<file path="src/rtl/qrisc_mem_arbiter.sv">
// Single-port memory arbiter between Qrisc32 instruction fetch and data access.
// Optional wait-cycle timeout with sticky err flag is enabled by defining MEM_TIMEOUT_EN.
module qrisc_mem_arbiter #(
    parameter int AW         = 32,
    parameter int DW         = 32,
    parameter int MAX_STARVE = 3,
    parameter int TIMEOUT    = 255
) (
    input  logic          clk,
    input  logic          areset_n,
    // fetch port
    input  logic          ibus_req,
    input  logic [AW-1:0] ibus_addr,
    output logic          ibus_ack,
    output logic [DW-1:0] ibus_rdata,
    // data port
    input  logic          dbus_req,
    input  logic          dbus_we,
    input  logic [AW-1:0] dbus_addr,
    input  logic [DW-1:0] dbus_wdata,
    output logic          dbus_ack,
    output logic [DW-1:0] dbus_rdata,
    // memory side
    output logic          mem_req,
    output logic          mem_we,
    output logic [AW-1:0] mem_addr,
    output logic [DW-1:0] mem_wdata,
    input  logic [DW-1:0] mem_rdata,
    input  logic          mem_ack,
    // status and debug
    output logic          grant_d,
    output logic          err,
    output logic [2:0]    o_dbg_state,
    output logic [3:0]    o_dbg_starve_cnt
);

    // Handshake: a requester raises x_req and holds it with stable inputs until
    // x_ack; x_ack is a one-cycle pulse with x_rdata valid; the memory side sees
    // mem_req held with stable mem_* until a one-cycle mem_ack.

    if (MAX_STARVE < 1 || MAX_STARVE > 15) begin : g_bad_max_starve
        $error("qrisc_mem_arbiter: MAX_STARVE must be 1..15");
    end
    if (TIMEOUT < 1 || TIMEOUT > 255) begin : g_bad_timeout
        $error("qrisc_mem_arbiter: TIMEOUT must be 1..255");
    end

    typedef enum logic [2:0] {
        S_IDLE   = 3'd0,
        S_BUSY_I = 3'd1,
        S_BUSY_D = 3'd2,
        S_DONE_I = 3'd3,
        S_DONE_D = 3'd4
    } state_t;

    localparam logic [3:0] LP_MAX_STARVE = 4'(MAX_STARVE);

    state_t        r_state;
    state_t        w_state_nxt;
    logic [3:0]    r_starve_cnt;
    logic          r_mem_we;
    logic [AW-1:0] r_mem_addr;
    logic [DW-1:0] r_mem_wdata;
    logic [DW-1:0] r_ibus_rdata;
    logic [DW-1:0] r_dbus_rdata;

    logic w_busy;
    logic w_grant_i;
    logic w_grant_d;
    logic w_complete;
    logic w_abandon;
    logic w_wait_expired;

    assign w_busy = (r_state == S_BUSY_I) || (r_state == S_BUSY_D);

    always_comb begin
        w_state_nxt = r_state;
        w_grant_i   = 1'b0;
        w_grant_d   = 1'b0;
        w_complete  = 1'b0;
        w_abandon   = 1'b0;
        case (r_state)
            S_IDLE: begin
                // Data wins contention until fetch has watched MAX_STARVE data grants.
                if (dbus_req && ibus_req) begin
                    if (r_starve_cnt == LP_MAX_STARVE) w_grant_i = 1'b1;
                    else                               w_grant_d = 1'b1;
                end else if (dbus_req) begin
                    w_grant_d = 1'b1;
                end else if (ibus_req) begin
                    w_grant_i = 1'b1;
                end
                if (w_grant_d)      w_state_nxt = S_BUSY_D;
                else if (w_grant_i) w_state_nxt = S_BUSY_I;
            end
            S_BUSY_I, S_BUSY_D: begin
                if (mem_ack)             w_complete = 1'b1;
                else if (w_wait_expired) w_abandon  = 1'b1;
                if (w_complete || w_abandon)
                    w_state_nxt = (r_state == S_BUSY_I) ? S_DONE_I : S_DONE_D;
            end
            default: w_state_nxt = S_IDLE;
        endcase
    end

    always_ff @(posedge clk or negedge areset_n) begin
        if (!areset_n) r_state <= S_IDLE;
        else           r_state <= w_state_nxt;
    end

    always_ff @(posedge clk or negedge areset_n) begin
        if (!areset_n) begin
            r_starve_cnt <= '0;
            r_mem_we     <= 1'b0;
            r_mem_addr   <= '0;
            r_mem_wdata  <= '0;
        end else if (w_grant_i) begin
            r_starve_cnt <= '0;
            r_mem_we     <= 1'b0;
            r_mem_addr   <= ibus_addr;
            r_mem_wdata  <= '0;
        end else if (w_grant_d) begin
            // Contended data grants only happen below the limit, so this saturates.
            if (ibus_req) r_starve_cnt <= r_starve_cnt + 4'd1;
            r_mem_we    <= dbus_we;
            r_mem_addr  <= dbus_addr;
            r_mem_wdata <= dbus_wdata;
        end
    end

    always_ff @(posedge clk or negedge areset_n) begin
        if (!areset_n) begin
            r_ibus_rdata <= '0;
            r_dbus_rdata <= '0;
        end else if (w_complete) begin
            if (r_state == S_BUSY_I) r_ibus_rdata <= mem_rdata;
            else                     r_dbus_rdata <= r_mem_we ? '0 : mem_rdata;
        end
`ifdef MEM_TIMEOUT_EN
        else if (w_abandon) begin
            if (r_state == S_BUSY_I) r_ibus_rdata <= DW'(32'hDEAD_BEEF);
            else                     r_dbus_rdata <= DW'(32'hDEAD_BEEF);
        end
`endif
    end

`ifdef MEM_TIMEOUT_EN
    localparam logic [7:0] LP_WAIT_LAST = 8'(TIMEOUT - 1);

    logic [7:0] r_wait_cnt;
    logic       r_err;

    // The last allowed wait cycle is the one where the counter shows TIMEOUT-1.
    assign w_wait_expired = (r_wait_cnt == LP_WAIT_LAST);

    always_ff @(posedge clk or negedge areset_n) begin
        if (!areset_n) begin
            r_wait_cnt <= '0;
            r_err      <= 1'b0;
        end else begin
            if (w_grant_i || w_grant_d)  r_wait_cnt <= '0;
            else if (w_busy && !mem_ack) r_wait_cnt <= r_wait_cnt + 8'd1;
            if (w_abandon) r_err <= 1'b1;
        end
    end

    assign err = r_err;
`else
    assign w_wait_expired = 1'b0;
    assign err            = 1'b0;
`endif

    assign mem_req          = w_busy;
    assign mem_we           = r_mem_we;
    assign mem_addr         = r_mem_addr;
    assign mem_wdata        = r_mem_wdata;
    assign grant_d          = (r_state == S_BUSY_D);
    assign ibus_ack         = (r_state == S_DONE_I);
    assign dbus_ack         = (r_state == S_DONE_D);
    assign ibus_rdata       = r_ibus_rdata;
    assign dbus_rdata       = r_dbus_rdata;
    assign o_dbg_state      = r_state;
    assign o_dbg_starve_cnt = r_starve_cnt;

endmodule

</file>
<file path="config.mk">
export PLATFORM = sky130hd
export DESIGN_NAME = qrisc_mem_arbiter
export DESIGN_NICKNAME = d
export VERILOG_FILES = /design/src/rtl/qrisc_mem_arbiter.sv
export SDC_FILE = /design/constraint.sdc
export NUM_CORES = 1
export LEC_CHECK = 0
export ABC_AREA = 1
export ABC_CLOCK_PERIOD_IN_PS = 1400
export CAP_MARGIN = 20
export CORE_AREA = 2 2 160 162
export DETAILED_ROUTE_END_ITERATION = 10
export DIE_AREA = 0 0 162 164
export DONT_BUFFER_PORTS = 1
export SETUP_SLACK_MARGIN = 0.15
export SYNTH_ARGS = -nofsm -noshare
export SYNTH_HDL_FRONTEND = slang
export SYNTH_SLANG_ARGS = --single-unit
</file>
<file path="constraint.sdc">
create_clock -name clk -period 1.4 [get_ports clk]
set_input_delay 0.21 -clock clk [delete_from_list [all_inputs] [get_ports clk]]
set_output_delay 0.21 -clock clk [all_outputs]
set_load 0.02 [all_outputs]
</file>
* Word level (Yosys, flattened, before mapping)
Cells that the tools add are included.
** Operators by class
- Add/subtract/negate cells :: 1
- Muxes and demuxes :: 30
- Bitwise logic cells :: 1
- Equal/unequal tests :: 7
- Reduce and logical (&&, ||, !) cells :: 11
** Operators with widths (count)
- 2-to-1 mux 32 bit :: 5
- 2-to-1 mux 1 bit :: 17
- 2-to-1 mux 3 bit :: 4
- 2-to-1 mux 4 bit :: 3
- AND reduction 2 bit :: 4
- equality test 3 x 2 -> 1 bit (second input constant) :: 2
- case mux 3 bit (2 select lines) :: 1
- adder 4 x 1 -> 4 bit (second input constant) :: 1
- equality test 4 x 2 -> 1 bit (second input constant) :: 1
- nonzero test 2 bit :: 2
- equality test 3 x 1 -> 1 bit (second input constant) :: 1
- equality test 3 bit (second input constant) :: 1
- zero test 3 bit :: 1
- != test 3 x 1 -> 1 bit (second input constant) :: 1
- logical OR 1 bit :: 2
- != test 2 bit (second input constant) :: 1
- OR reduction 2 bit :: 1
- logical AND 1 bit :: 1
- inverter 1 bit :: 1
** Storage, ports and cells
- Logic and storage cells :: 57
- Bits in registers :: 136
- Output and inout bits :: 141
- Input port bits :: 134

* Logic depth before layout (Yosys ltp)
Gate-level depths: netlist of run 1.
- Depth in word-level cells :: 7
- Depth in mapped cells :: 8
- Mapped depth without buffers :: 7

* Least setup slack after synthesis of run 1
No wires, ideal clock.
- Path type :: flip-flop to flip-flop
- From :: reg r_starve_cnt[1], in the netlist o_dbg_starve_cnt[1]
- To :: reg r_mem_wdata[17], in the netlist mem_wdata[17]
- Slack :: -65 ps
- Period minus slack after synthesis :: 1465 ps
- Stages on the path, launching flop included :: 9
- Buffers on the path :: 2
- Setup time :: 117 ps
- Data required time :: 1283 ps
- Arrival :: 1348 ps
- Cell sequence :: dfrtp_1 -> ha_1 -> nand2_1 -> nand2_1 -> nand2_2 -> buf_6 -> buf_6 -> nand3_1 -> nand2_1
** Between the ends
- Word-level cells in the longest chain between the ends :: 6
- Elaborated cells between the ends (all ways) :: 11
- Classes of those cells :: eq/ne (1); mux (9); reduce/logical (1)
** Ends and longest elaborated chain
- start, declared :: line 60 : logic [3:0] r_starve_cnt;
- start signal, assigned :: line 124 : if (ibus_req) r_starve_cnt <= r_starve_cnt + 4'd1;
- equality test 4 x 2 -> 1 bit * :: line 86 : if (r_starve_cnt == LP_MAX_STARVE) w_grant_i = 1'b1;
- 2-to-1 mux 1 bit :: line 86
- 2-to-1 mux 1 bit :: line 85 : if (dbus_req && ibus_req) begin
- 2-to-1 mux 1 bit (2 in a row) :: line 82 : case (r_state)
- 2-to-1 mux 32 bit / nonzero test 2 bit (equally long branches)
- end signal, assigned :: line 127 : r_mem_wdata <= dbus_wdata;
- end, declared :: line 63 : logic [DW-1:0] r_mem_wdata;
Mark *: on every way between the ends. The rest lies on a longest branch, timed or not. The select of a mux whose other input is x is not followed.
A chain may end at the register's enable or synchronous reset.

* Worst setup path after layout of run 1
- From :: reg r_state[0], in the netlist o_dbg_state[0]
- To :: reg r_mem_wdata[15], in the netlist mem_wdata[15]
** Between the ends
- Word-level cells in the longest chain between the ends :: 3
- Elaborated cells between the ends (all ways) :: 5
- Classes of those cells :: mux (3); reduce/logical (2)
** Ends and longest elaborated chain
- start, declared :: line 58 : state_t r_state;
- start signal, assigned :: line 108 : else r_state <= w_state_nxt;
- zero test 3 bit * :: line 82
- 2-to-1 mux 1 bit :: line 82
- 2-to-1 mux 32 bit / nonzero test 2 bit (equally long branches)
Mark *: on every way between the ends. The rest lies on a longest branch, timed or not.

==> run summary, run 1 <==
core region area -> 24820 um^2
vias -> 5818
max-cap viol count -> 0
CTS max path bufs -> 2
RSZ-0062 raised after global routing -> true
Starting Density -> 0.2477
CTS root buf -> clkbuf_16
status -> complete, but fails checks
switching part of the total -> 0.4434
Clock transition at path regs -> 0.07 ns
crit path max fanout -> 28
Placed Cells incl. Taps -> 1082
first-pass detailed-route iteration total -> 4
post-route setup slack -> -0.2005 ns
IO Count -> 275
Num CTS Buffers -> 17
Peak VDD IR -> 985.4 uV
shortest period the worst path allows -> 1.600 ns
crit end category -> flop
Logic pwr share -> 0.427
final setup fails -> 135
Starting DRT DRC Count -> 390
Seq cells post-synth -> 136
clk_skew -> 0.01172 ns
final core occ -> 0.4064
Clock Power Share -> 0.189
Routed WL -> 23300 um
hold slack -> -0.5161 ns
Die Span Y -> 164 um
HPWL after DPL -> 11890 um
die width -> 162 um
vias per std cell -> 4.692
post-synthesis average cell area -> 8.133 um^2
Synth Instances -> 756
Overflow after GRT -> 0
Worst-Skew Late Latency -> 0.42 ns
required time worst endpoint -> 1.69 ns
failing checks -> negative hold slack, negative setup slack
row cnt -> 58
sequential area share after synthesis -> 0.5535
most common cell after layout, fill and taps aside -> nand2_1
synth-to-layout area growth -> 64.04%
Tot GR Track Use -> 0.1553
Non-Filler Instances -> 1240
kind of critical path -> flop to flop
FMAX -> 624.8 MHz
DR WL/cell -> 18.79 um
worst hold path type -> input port to async pin
vias in the first global route -> 5546
share of cells above drive strength 1 -> 0.3410
drt drc -> 0
nets@finish -> 1032
crit start category -> flop
Mapped Area -> 6148 um^2
syn_nets -> 891
Die ar. -> 26570 um^2
R2R cell count -> 9
sequential cell fraction of total power -> 0.384
Int Power -> 13640 uW
Final Hold Fails -> 136
GPL Wtd Cong -> 0.7929
sw power -> 10870 uW
CTS tree -> done
crit path DAT -> 1.89 ns
post-route ant nets -> 0
Synthesis Warnings -> 0
fin crit share -> 1.143
Pleak -> 0.004967 uW
commonest non-fill, non-tap cells in the layout -> 187 x nand2_1, 131 x dfrtp_1, 103 x inv_1
first-pass GRT wire length -> 31640 um
Netlist cell types -> 21
port buffer count -> 0
largest net degree at the start of global routing -> 137
clk sinks -> 136
H-tree levels -> 4
power per cell area -> 2430 nW/um^2
Final Max Tran Viols -> 0
antenna violations before repair -> 1
Fill cells -> 2347
-- per-stage QoR --
stage	total power [uW]	setup WS (ns)	hold WS (ns)	setup TNS [ns]	instance area (um^2)
final	24510	-0.2005	-0.5161	-11.89	10090
after global routing	25830	-0.2726	-0.5453	-21.57	10080
after CTS	22050	-0.1707	-0.5357	-10.48	8934
after detailed placement	14660	-0.03666	-0.08228	-0.1115	6794
after global placement	14520	-0.01420	-0.08122	-0.02825	6794
after floorplan	12660	0.01602	-0.08559	0	6237
-- sequential cells by signal, indices dropped and copies added (netlist names) --
name and count:
dbus_rdata 32, ibus_rdata 32, mem_addr 32, mem_wdata 32, o_dbg_starve_cnt 4, o_dbg_state 3, mem_we 1
-- final cells by class --
class,instances,area [um^2],share of cell area
antenna,1,2.502,0.0002481
clock buffer,20,446.7,0.04429
clock inverter,11,150.1,0.01489
inverter,110,466.7,0.04627
multi-input combinational,464,2908,0.2883
sequential,136,3410,0.3380
tap,330,412.9,0.04094
timing repair buffer,167,2278,0.2259
timing repair inverter,1,11.26,0.001116
-- metal layers --
layer,GRT usage,routed length (um)
met3,0.06086,2147
met5,0,0
met1,0.1771,9014
met2,0.2689,11670
met4,0.04747,469
-- kinds of logic (layout without fill, tap and decap cells) --
| logic type | count (synthesis) | count (layout) | synth area share |
|---|---|---|---|
| flip-flops | 136 | 136 | 0.5535 |
| buffers and inverters | 156 | 309 | 0.1109 |
| AO/OA/AOI/OAI | 67 | 67 | 0.05454 |
| adder cells (fa/ha/maj) | 1 | 1 | 0.002035 |
| other | 1 | 2 | 0.0006099 |
| AND/OR/NAND/NOR | 393 | 393 | 0.2755 |
| XOR/XNOR | 2 | 2 | 0.002850 |
-- power groups by stage --
| stage | clock, uW | combinational, uW | sequential, uW |
|---|---|---|---|
| after global routing | 4960 | 11300 | 9610 |
| after global placement | 0 | 5310 | 9210 |
| after detailed placement | 0 | 5470 | 9190 |
| after floorplan | 0 | 3750 | 8910 |
| after CTS | 4770 | 8090 | 9190 |
| final | 4640 | 10500 | 9400 |
-- worst paths after layout --
kind                                   to      startpoint  slack (ns)
max in group asynchronous   mem_wdata[18]        areset_n        1.74
setup reg to reg            mem_wdata[15]  o_dbg_state[0]       -0.20
hold reg to reg               mem_addr[8]     mem_addr[8]        0.61
setup / recovery            mem_wdata[15]  o_dbg_state[0]       -0.20
min in group clk             mem_addr[12]   ibus_addr[12]        0.02
hold / removal             ibus_rdata[25]        areset_n       -0.52
-- Yosys cell counts --
| cell | instances | area, um^2 |
|---|---|---|
| nand2_1 | 242 | 908.4 |
| nand3_1 | 138 | 690.7 |
| dfrtp_1 | 136 | 3403 |
| inv_1 | 107 | 401.6 |
| o21ai_0 | 66 | 330.3 |
| buf_2 | 17 | 85.08 |
| clkbuf_1 | 15 | 56.30 |
| buf_4 | 8 | 60.06 |
| buf_6 | 6 | 67.56 |
| inv_2 | 3 | 11.26 |
| nor2_4 | 3 | 33.78 |
| nand2_2 | 2 | 12.51 |
| nand4_1 | 2 | 12.51 |
| nor2_1 | 2 | 7.510 |
| nor3_1 | 2 | 10.01 |
| xor2_1 | 2 | 17.52 |
| a21oi_1 | 1 | 5.000 |
| conb_1 | 1 | 3.750 |
| ha_1 | 1 | 12.51 |
| nand4_2 | 1 | 12.51 |
| nor2_2 | 1 | 6.260 |
-- worst max-delay path, stage by stage (launching register included) --
cell and delay [ns]:
dfrtp_2 0.41, buf_6 0.12, nor2_4 0.10, nand2_4 0.09
nor2_4 0.16, nand2_2 0.13, buf_12 0.18, buf_4 0.15
nand3_1 0.06, nand2_1 0.06
-- repair_timing --
item | CTS | global route
hold buffers | 72 | 1
cloned | 16 | 13
resized for setup | 96 | 216
endpoints found under the hold margin | 240 | 137
setup endpoints to repair | 140 | 140
pin swaps | 3 | 36
setup buffers | 19 | 6
(Power assumes the default switching activity.)
==> inputs of run 2 (changes only) <==
Settings changed: CORE_AREA 2 2 160 162 to 2 2 126 128, DIE_AREA 0 0 162 164 to 0 0 128 130.
==> run 2 against run 1 <==
The flow still finishes with violations (negative hold slack, negative setup slack). Core utilization increased by 20 points. Die area down 37%. Clock skew is 0.0044 ns lower. Via count down 0.65%. Sequential share of layout area increased by 2.7 points. Fmax rose by 1.3%. Combinational power fell by 15%. Cell count shrank 12%. Cell area down 7.3%. Critical path type unchanged. Register-to-register slack improved by 0.02 ns.
==> run summary, run 2 (synthesis results as in run 1) <==
status -> complete, but fails checks (unchanged)
failing checks -> negative hold slack, negative setup slack (unchanged)
crit start category -> flop (unchanged)
CTS root buf -> clkbuf_16 (unchanged)
DR WL/cell -> 19.34 um (was 18.79 um)
Peak VDD IR -> 1225 uV (was 985.4 uV)
Tot GR Track Use -> 0.2273 (was 0.1553)
Placed Cells incl. Taps -> 941 (was 1082)
max-cap viol count -> 0 (unchanged)
Starting Density -> 0.3986 (was 0.2477)
R2R cell count -> 9 (unchanged)
share of cells above drive strength 1 -> 0.2747 (was 0.3410)
IO Count -> 275 (unchanged)
post-route setup slack -> -0.1801 ns (was -0.2005 ns)
met2 GRT Util -> 0.3929 (was 0.2689)
Logic pwr share -> 0.395 (was 0.427)
nets@finish -> 1021 (was 1032)
synth-to-layout area growth -> 52.01% (was 64.04%)
vias per std cell -> 5.298 (was 4.692)
FMAX -> 632.9 MHz (was 624.8 MHz)
drt drc -> 0 (unchanged)
power per cell area -> 2429 nW/um^2 (was 2430 nW/um^2)
GR Util met1 -> 0.2532 (was 0.1771)
clk_skew -> 0.007294 ns (was 0.01172 ns)
Die ar. -> 16640 um^2 (was 26570 um^2)
RSZ-0062 raised after global routing -> true (unchanged)
crit path DAT -> 1.94 ns (was 1.89 ns)
shortest period the worst path allows -> 1.580 ns (was 1.600 ns)
Num CTS Buffers -> 17 (unchanged)
Worst-Skew Late Latency -> 0.42 ns (about the same)
Final Max Tran Viols -> 0 (unchanged)
CTS tree -> done (unchanged)
Final Hold Fails -> 136 (unchanged)
Clock transition at path regs -> 0.07 ns (about the same)
port buffer count -> 0 (unchanged)
final setup fails -> 125 (was 135)
worst hold path type -> input port to async pin (unchanged)
CTS max path bufs -> 2 (unchanged)
Starting DRT DRC Count -> 309 (was 390)
Int Power -> 12390 uW (was 13640 uW)
CTS Hold Bufs -> 75 (was 72)
final core occ -> 0.6059 (was 0.4064)
Pleak -> 0.004787 uW (was 0.004967 uW)
required time worst endpoint -> 1.76 ns (was 1.69 ns)
row cnt -> 46 (was 58)
Non-Filler Instances -> 1091 (was 1240)
kind of critical path -> flop to flop (unchanged)
fin crit share -> 1.129 (was 1.143)
GRT busiest layer -> met2 (unchanged)
Clock Power Share -> 0.191 (was 0.189)
first-pass GRT wire length -> 29230 um (was 31640 um)
largest net degree at the start of global routing -> 137 (unchanged)
sw power -> 10300 uW (was 10870 uW)
crit path max fanout -> 8 (was 28)
crit end category -> flop (unchanged)
core region area -> 15420 um^2 (was 24820 um^2)
H-tree levels -> 4 (unchanged)
switching part of the total -> 0.4539 (was 0.4434)
hold slack -> -0.5126 ns (was -0.5161 ns)
GPL Wtd Cong -> 0.8076 (was 0.7929)
vias in the first global route -> 5605 (was 5546)
sequential cell fraction of total power -> 0.413 (was 0.384)
post-route ant nets -> 0 (unchanged)
ant diodes -> 0 (was 1)
met3 Use GR -> 0.08733 (was 0.06086)
HPWL after DPL -> 11280 um (was 11890 um)
Overflow after GRT -> 0 (unchanged)
die width -> 128 um (was 162 um)
commonest non-fill, non-tap cells in the layout -> 206 x nand2_1, 131 x dfrtp_1, 103 x inv_1 (was 187 x nand2_1, 131 x dfrtp_1, 103 x inv_1)
first-pass detailed-route iteration total -> 5 (was 4)
vias -> 5780 (was 5818)
clk sinks -> 136 (unchanged)
Routed WL -> 21100 um (was 23300 um)
antenna violations before repair -> 0 (was 1)
most common cell after layout, fill and taps aside -> nand2_1 (unchanged)
Die Span Y -> 130 um (was 164 um)
==> run 2: through the flow <==
step	setup WS, ns	total power [uW]	instance area (um^2)	TNS, ns
2_1_floorplan	0.01602	12660	6237	0
3_3_place_gp	-0.03681	14330	6624	-0.08055
3_5_place_dp	-0.05858	14620	6624	-1.213
4_1_cts	-0.1612	21110	8661	-9.427
5_1_grt	-0.2422	23910	9346	-21.31
6_report	-0.1801	22700	9346	-13.25
==> run 2: final timing paths <==
| kind | start | end | slack (ns) |
|---|---|---|---|
| max | o_dbg_state[1] | mem_wdata[25] | -0.18 |
| min | areset_n | mem_addr[13] | -0.51 |
| max reg2reg | o_dbg_state[1] | mem_wdata[25] | -0.18 |
| min reg2reg | mem_wdata[0] | mem_wdata[0] | 0.62 |
| max in group asynchronous | areset_n | mem_wdata[9] | 1.65 |
| min in group clk | dbus_addr[28] | mem_addr[28] | 0.03 |
==> run 2: worst max-delay path, stage by stage, from the launching register on <==
cell and delay [ns]:
dfrtp_2 0.43, nor2_2 0.15, nand2_4 0.07, buf_6 0.12, nor2_4 0.18, buf_12 0.15
buf_6 0.11, buf_16 0.14, nand3_1 0.08, nand2_1 0.08
==> run 2: repair_timing <==
action / in CTS / in global routing
gates cloned: 10 / 9
endpoints found under the setup margin: 140 / 140
endpoints found under the hold margin: 243 / 136
setup buffers: 19 / 6
pin swaps: 30 / 45
resized for setup: 97 / 135
==> run 2: cell type report <==
cell class	instances	area (um^2)
Multi-Input combinational cell	464	2686
Fill cell	1258	6078
Sequential cell	136	3410
Timing Repair Buffer	157	2004
Inverter	110	437.9
Clock buffer	18	429.2
Clock inverter	14	138.9
Tap cell	192	240.2
==> run 2: layer usage <==
metal  routed length [um]  part of all wire  vias up
met3                 2221              0.11       33
li1                     -                 -     2628
met4                  361             0.017        0
met1                 7669              0.36     2793
met2                10840              0.51      326
met5                    0                 0        -
==> run 2: power by group through the flow <==
stage | Clock, uW | Sequential (uW) | Combinational (uW)
2_1_floorplan | 0 | 8910 | 3750
3_3_place_gp | 0 | 9170 | 5160
3_5_place_dp | 0 | 9200 | 5420
4_1_cts | 4420 | 9190 | 7500
5_1_grt | 4590 | 9560 | 9750
6_report | 4340 | 9390 | 8970
